`config.mk`:
```
export PLATFORM = sky130hd
export DESIGN_NAME = conv_state_seq
export DESIGN_NICKNAME = d
export VERILOG_FILES = /design/src/rtl/conv_state_pkg.sv /design/src/rtl/phase_watchdog.sv /design/src/rtl/conv_state_seq.sv
export SDC_FILE = /design/constraint.sdc
export NUM_CORES = 1
export LEC_CHECK = 0
export BUFFER_PORTS_ARGS = -buffer_cell sky130_fd_sc_hd__buf_2
export CAP_MARGIN = 30
export CORE_MARGIN = 4
export CORE_UTILIZATION = 55
export DETAILED_ROUTE_END_ITERATION = 8
export GPL_ROUTABILITY_DRIVEN = 0
export GPL_TIMING_DRIVEN = 0
export HOLD_SLACK_MARGIN = 0.02
export PLACE_DENSITY_LB_ADDON = 0.05
export RECOVER_POWER = 25
export SLEW_MARGIN = 40
export SYNTH_ARGS = -nofsm -noshare
export SYNTH_HDL_FRONTEND = slang
export SYNTH_HIERARCHICAL = 1
export SYNTH_SLANG_ARGS = --single-unit
```
`constraint.sdc`:
```
create_clock -name clk -period 2.6 [get_ports clk]
set_input_delay 0.52 -clock clk [delete_from_list [all_inputs] [get_ports clk]]
set_output_delay 0.52 -clock clk [all_outputs]
set_load 0.01 [all_outputs]
```
`src/rtl/conv_state_pkg.sv`:
```
// Shared phase encodings and layer defaults for the conv sequencer
// and the conv controller that consumes current_state.
package conv_state_pkg;

    typedef enum logic [2:0] {
        ST_INIT = 3'b000,
        ST_A    = 3'b001,
        ST_B    = 3'b010,
        ST_C    = 3'b011,
        ST_DONE = 3'b100,
        ST_ERR  = 3'b101
    } conv_state_e;

    localparam int ROW_NUM_DEF     = 9;
    localparam int TIMEOUT_DEF     = 1023;
    localparam int CNT_WIDTH_DEF   = 10;

    function automatic logic is_busy(conv_state_e s);
        return (s == ST_A) || (s == ST_B) || (s == ST_C);
    endfunction

endpackage

```
`src/rtl/phase_watchdog.sv`:
```
// Per-phase cycle counter; expired flags that the current phase
// has lasted TIMEOUT_CYCLES cycles without being cleared.
module phase_watchdog
    import conv_state_pkg::*;
#(
    parameter int TIMEOUT_CYCLES = TIMEOUT_DEF,
    parameter int CNT_WIDTH      = CNT_WIDTH_DEF
) (
    input  logic clk,
    input  logic rstn,
    input  logic clr,
    input  logic en,
    output logic expired
);

    localparam logic [CNT_WIDTH-1:0] LIMIT = CNT_WIDTH'(TIMEOUT_CYCLES);

    logic [CNT_WIDTH-1:0] cnt_q;
    logic [CNT_WIDTH-1:0] cnt_d;

    assign expired = (cnt_q == LIMIT);

    // Hold at the limit so the count can never wrap back to zero.
    always_comb begin
        cnt_d = cnt_q;
        if (clr) begin
            cnt_d = '0;
        end else if (en && !expired) begin
            cnt_d = cnt_q + 1'b1;
        end
    end

    always_ff @(posedge clk or negedge rstn) begin
        if (!rstn) begin
            cnt_q <= '0;
        end else begin
            cnt_q <= cnt_d;
        end
    end

endmodule

```
`src/rtl/conv_state_seq.sv`:
```
// Layer sequencer: walks A->B->C once per row for ROW_NUM rows,
// with a per-phase watchdog and an abort path back to INIT.
module conv_state_seq
    import conv_state_pkg::*;
#(
    parameter int ROW_NUM        = ROW_NUM_DEF,
    parameter int TIMEOUT_CYCLES = TIMEOUT_DEF,
    parameter int CNT_WIDTH      = CNT_WIDTH_DEF
) (
    input  logic       clk,
    input  logic       rstn,
    input  logic       start,
    input  logic       abort,
    input  logic       state_rst,
    output logic [2:0] current_state,
    output logic [3:0] row_idx,
    output logic       busy,
    output logic       done,
    output logic       err
);

    localparam logic [3:0] LAST_ROW = 4'(ROW_NUM - 1);

    conv_state_e state_q;
    conv_state_e state_d;
    logic [3:0]  row_q;
    logic [3:0]  row_d;
    logic        err_q;
    logic        err_d;
    logic        wd_clr;
    logic        wd_expired;

    assign current_state = state_q;
    assign row_idx       = row_q;
    assign busy          = is_busy(state_q);
    assign done          = (state_q == ST_DONE);
    assign err           = err_q;

    // Every state change, including abort, restarts the phase timer.
    assign wd_clr = abort || (state_d != state_q);

    phase_watchdog #(
        .TIMEOUT_CYCLES (TIMEOUT_CYCLES),
        .CNT_WIDTH      (CNT_WIDTH)
    ) u_wd (
        .clk     (clk),
        .rstn    (rstn),
        .clr     (wd_clr),
        .en      (busy),
        .expired (wd_expired)
    );

    always_comb begin
        state_d = state_q;
        row_d   = row_q;
        err_d   = err_q;
        if (abort) begin
            state_d = ST_INIT;
            row_d   = '0;
            err_d   = 1'b0;
        end else begin
            unique case (state_q)
                ST_INIT: begin
                    if (start) begin
                        state_d = ST_A;
                        row_d   = '0;
                    end
                end
                ST_A: begin
                    if (state_rst) begin
                        state_d = ST_B;
                    end else if (wd_expired) begin
                        state_d = ST_ERR;
                        err_d   = 1'b1;
                    end
                end
                ST_B: begin
                    if (state_rst) begin
                        state_d = ST_C;
                    end else if (wd_expired) begin
                        state_d = ST_ERR;
                        err_d   = 1'b1;
                    end
                end
                ST_C: begin
                    if (state_rst) begin
                        if (row_q < LAST_ROW) begin
                            state_d = ST_A;
                            row_d   = row_q + 1'b1;
                        end else begin
                            state_d = ST_DONE;
                        end
                    end else if (wd_expired) begin
                        state_d = ST_ERR;
                        err_d   = 1'b1;
                    end
                end
                ST_DONE: state_d = ST_INIT;
                ST_ERR:  state_d = ST_ERR;
                default: state_d = ST_INIT;
            endcase
        end
    end

    always_ff @(posedge clk or negedge rstn) begin
        if (!rstn) begin
            state_q <= ST_INIT;
            row_q   <= '0;
            err_q   <= 1'b0;
        end else begin
            state_q <= state_d;
            row_q   <= row_d;
            err_q   <= err_d;
        end
    end

endmodule

```
==> insert_results.sql <==
INSERT INTO impl_metrics (metric_group, metric, value, unit) VALUES
('outcome', 'run_status', 'finished clean', ''),
('detailed_routing', 'drt.antenna.violating_nets', '0', ''),
('detailed_routing', 'drt_iter0_markers', '40', ''),
('synthesis', 'most_instantiated_cells_after_synthesis', 'dfrtp_1, nor2_1, a21oi_1', ''),
('placement', 'io_buffers', '13', ''),
('synthesis', 'synth_fa_ha_area_share', '2.34', '%'),
('synthesis', 'synth_top_cells_by_area', 'dfrtp_1, nor2_1, a21oi_1', ''),
('setup_path', 'worst_ep_arrival_time', '2.42', 'ns'),
('placement', 'placedCellCount', '151', ''),
('die', 'core_area', '1780', 'µm²'),
('clock_network', 'cts.path.max_buffers', '2', ''),
('die', 'initial_utilization', '60.0', '%'),
('setup_path', 'sort_of_element_at_the_end_of_the_critical_path', 'flop', ''),
('grt', 'grt_start_max_net_pins', '19', ''),
('power_and_ir_drop', 'power.static_leakage', '0.519', 'nW'),
('synthesis', 'synth-edff-count', '0', ''),
('clock_network', 'cts_post_setup_buffers_inserted', '0', ''),
('die', 'die_height', '52.1', 'µm'),
('synthesis', 'synth_xor_area_share', '4.91', '%'),
('die', 'ios', '15', ''),
('setup_path', 'worst_setup_path_start_kind', 'flop', ''),
('detailed_routing', 'pre_repair_dr_iteration_count', '4', ''),
('grt', 'grt_pass1_vias', '866', ''),
('timing', 'worst_pin_slew', '0.970', 'ns'),
('grt', 'all_layer_global_routing_usage', '19.4', '%'),
('timing', 'setup_total_negative_slack', '0', 'ns'),
('timing', 'worst_clk_skew', '0.00939', 'ns'),
('setup_path', 'cp_slowest_stage_delay', '0.45', 'ns'),
('synthesis', 'synth_seq_cells', '18', ''),
('power_and_ir_drop', 'vdd_drop_max', '0.235', 'mV'),
('setup_path', 'worstPathMaxFanout', '10', ''),
('detailed_routing', 'met3_wirelength', '148', 'µm'),
('synthesis', 'synthesis.area_per_instance', '9.47', 'µm²'),
('final_layout', 'antennaDiodeCount', '0', ''),
('detailed_routing', 'met2_wirelength', '1070', 'µm'),
('clock_network', 'clk-insertion-delay-late', '0.29', 'ns'),
('die', 'rows', '15', ''),
('setup_path', 'crit_path_cell_trace', 'ha_1 -> inv_1 -> nor3_2 -> o21ai_0 -> a221oi_1 -> a311oi_1 -> a32oi_1 -> buf_4 -> a21oi_1', ''),
('detailed_routing', 'routed_wire_length_per_instance', '14.7', 'µm'),
('synthesis', 'ys.warnings.count', '6', ''),
('synthesis', 'synth_most_common_cell', 'dfrtp_1', ''),
('timing', 'post-route-min-period', '2.25', 'ns'),
('timing', 'fmax', '444', 'MHz'),
('final_layout', 'area.growth.synth_to_final', '11.5', '%'),
('timing', 'grt_setup_unrepaired', 'no', ''),
('timing', 'final-hold-violation-count', '0', ''),
('timing', 'slew_limit_fails', '0', ''),
('clock_network', 'clkTransAtPathRegs', '0.11', 'ns'),
('synthesis', 'syn-num-nets', '120', ''),
('synthesis', 'syn-instance-count', '113', ''),
('synthesis', 'yosys.cell_types.count', '44', ''),
('final_layout', 'post_route_cells_drive_above_1_share', '20.9', '%'),
('synthesis', 'ys_dominant_reg_cell', 'dfrtp_1', ''),
('timing', 'setup_viol', '0', ''),
('job', 'max_cap_viol_count', '0', ''),
('setup_path', 'slowest_cp_cell', 'dfrtp_1', ''),
('grt', 'initial_antenna_violation_count', '0', ''),
('die', 'die-area', '2710', 'µm²'),
('clock_network', 'cts_buffers', '3', ''),
('timing', 'slew_headroom', '35.3', '%'),
('placement', 'post-place-ws', '0.252', 'ns'),
('synthesis', 'share_of_the_synthesized_area_in_compound_gates_ao_oa_aoi_oai', '22.0', '%'),
('final_layout', 'share_of_the_core_filled_with_cells_in_the_final_layout', '66.9', '%'),
('detailed_routing', 'topRoutingLayerUsed', 'met4', ''),
('timing', 'worst_slack', '0.350', 'ns'),
('clock_network', 'clkSinkCount', '18', ''),
('clock_network', 'cts_max_level', '1', ''),
('synthesis', 'synth.largest_area_cell', 'dfrtp_1', ''),
('synthesis', 'async_flop_share', '100', '%'),
('detailed_routing', 'drt-met1-wl', '1010', 'µm'),
('setup_path', 'timing.reg2reg.worst_path_depth', '9', '');
## final timing paths
kind	slack (ns)	end	startpoint
min in group clk	0.44	row_idx[3]	start
worst max-delay path	0.35	u_wd/cnt_q[5]	u_wd/cnt_q[0]
worst min register to register	0.51	err	err
worst min-delay path	0.35	row_idx[1]	rstn
worst max register to register	0.35	u_wd/cnt_q[5]	u_wd/cnt_q[0]
max in group asynchronous	1.66	u_wd/cnt_q[4]	rstn
## repair_timing
action                     CTS  global route
gates resized for setup      0             1
setup endpoints to repair    0             7
hold endpoints to repair     0             0
## layout make-up
cell class	count	area [µm²]	share of cell area [%]
well taps	25	31.3	2.62
plain buffers	5	25.0	2.10
inverters	4	15.0	1.26
repair buffers	13	63.8	5.35
clock buffers	3	22.5	1.89
multi-input cells	86	584	49.0
flip-flops and latches	18	450	37.8
## critical path: cells and delay by family, from the launching register on
kind | cells | cell delay [ns]
compound gates | 5 | 0.79
fa+ha+maj | 1 | 0.30
buf+inv | 2 | 0.34
flops | 1 | 0.45
simple gates | 1 | 0.27
## where the power goes
group	internal [mW]	switching, mW	total, mW
sequential	0.285	0.00587	0.290
combinational	0.0288	0.0544	0.0832
clock	0.0539	0.0852	0.139
total	0.367	0.145	0.513
## metrics by stage
step / power, mW / hold slack (ns) / area (µm²)
final: 0.513 / 0.346 / 1190
after global placement: 0.378 / 0.474 / 1170
after detailed placement: 0.379 / 0.476 / 1170
after global routing: 0.541 / 0.431 / 1190
after CTS: 0.520 / 0.150 / 1190
after floorplan: 0.351 / 0.224 / 1070
## logic make-up after synthesis
logic type,count (synthesis)
fa+ha+maj,2
flops,18
simple gates,44
mux,2
xor+xnor,6
compound gates,32
buf+inv,9
## per-layer routing
| layer | vias up | global-route usage, % |
|---|---|---|
| li1 | 462 | - |
| met1 | 447 | 26.5 |
| met4 | 0 | 10.5 |
| met3 | 4 | 3.44 |
| met5 | - | 0 |
| met2 | 37 | 29.1 |
## state kept, by name (all words and copies together) (netlist names)
| register | flops |
|---|---|
| err | 1 |
| u_wd/cnt_q | 10 |
| row_idx | 4 |
| current_state | 3 |
## layout by cell type, fill, tap and decap left out, types with 3 or more instances in the layout
cell	n
clkbuf_1	3
or3_1	4
xor2_1	4
o21ai_0	6
nand3_1	3
a21oi_1	7
nand2_1	5
dfrtp_1	18
nand4_1	4
clkbuf_4	3
nor3_1	5
inv_1	4
buf_2	14
nor2_1	12
Note: power is estimated with default switching activity, not from simulation.
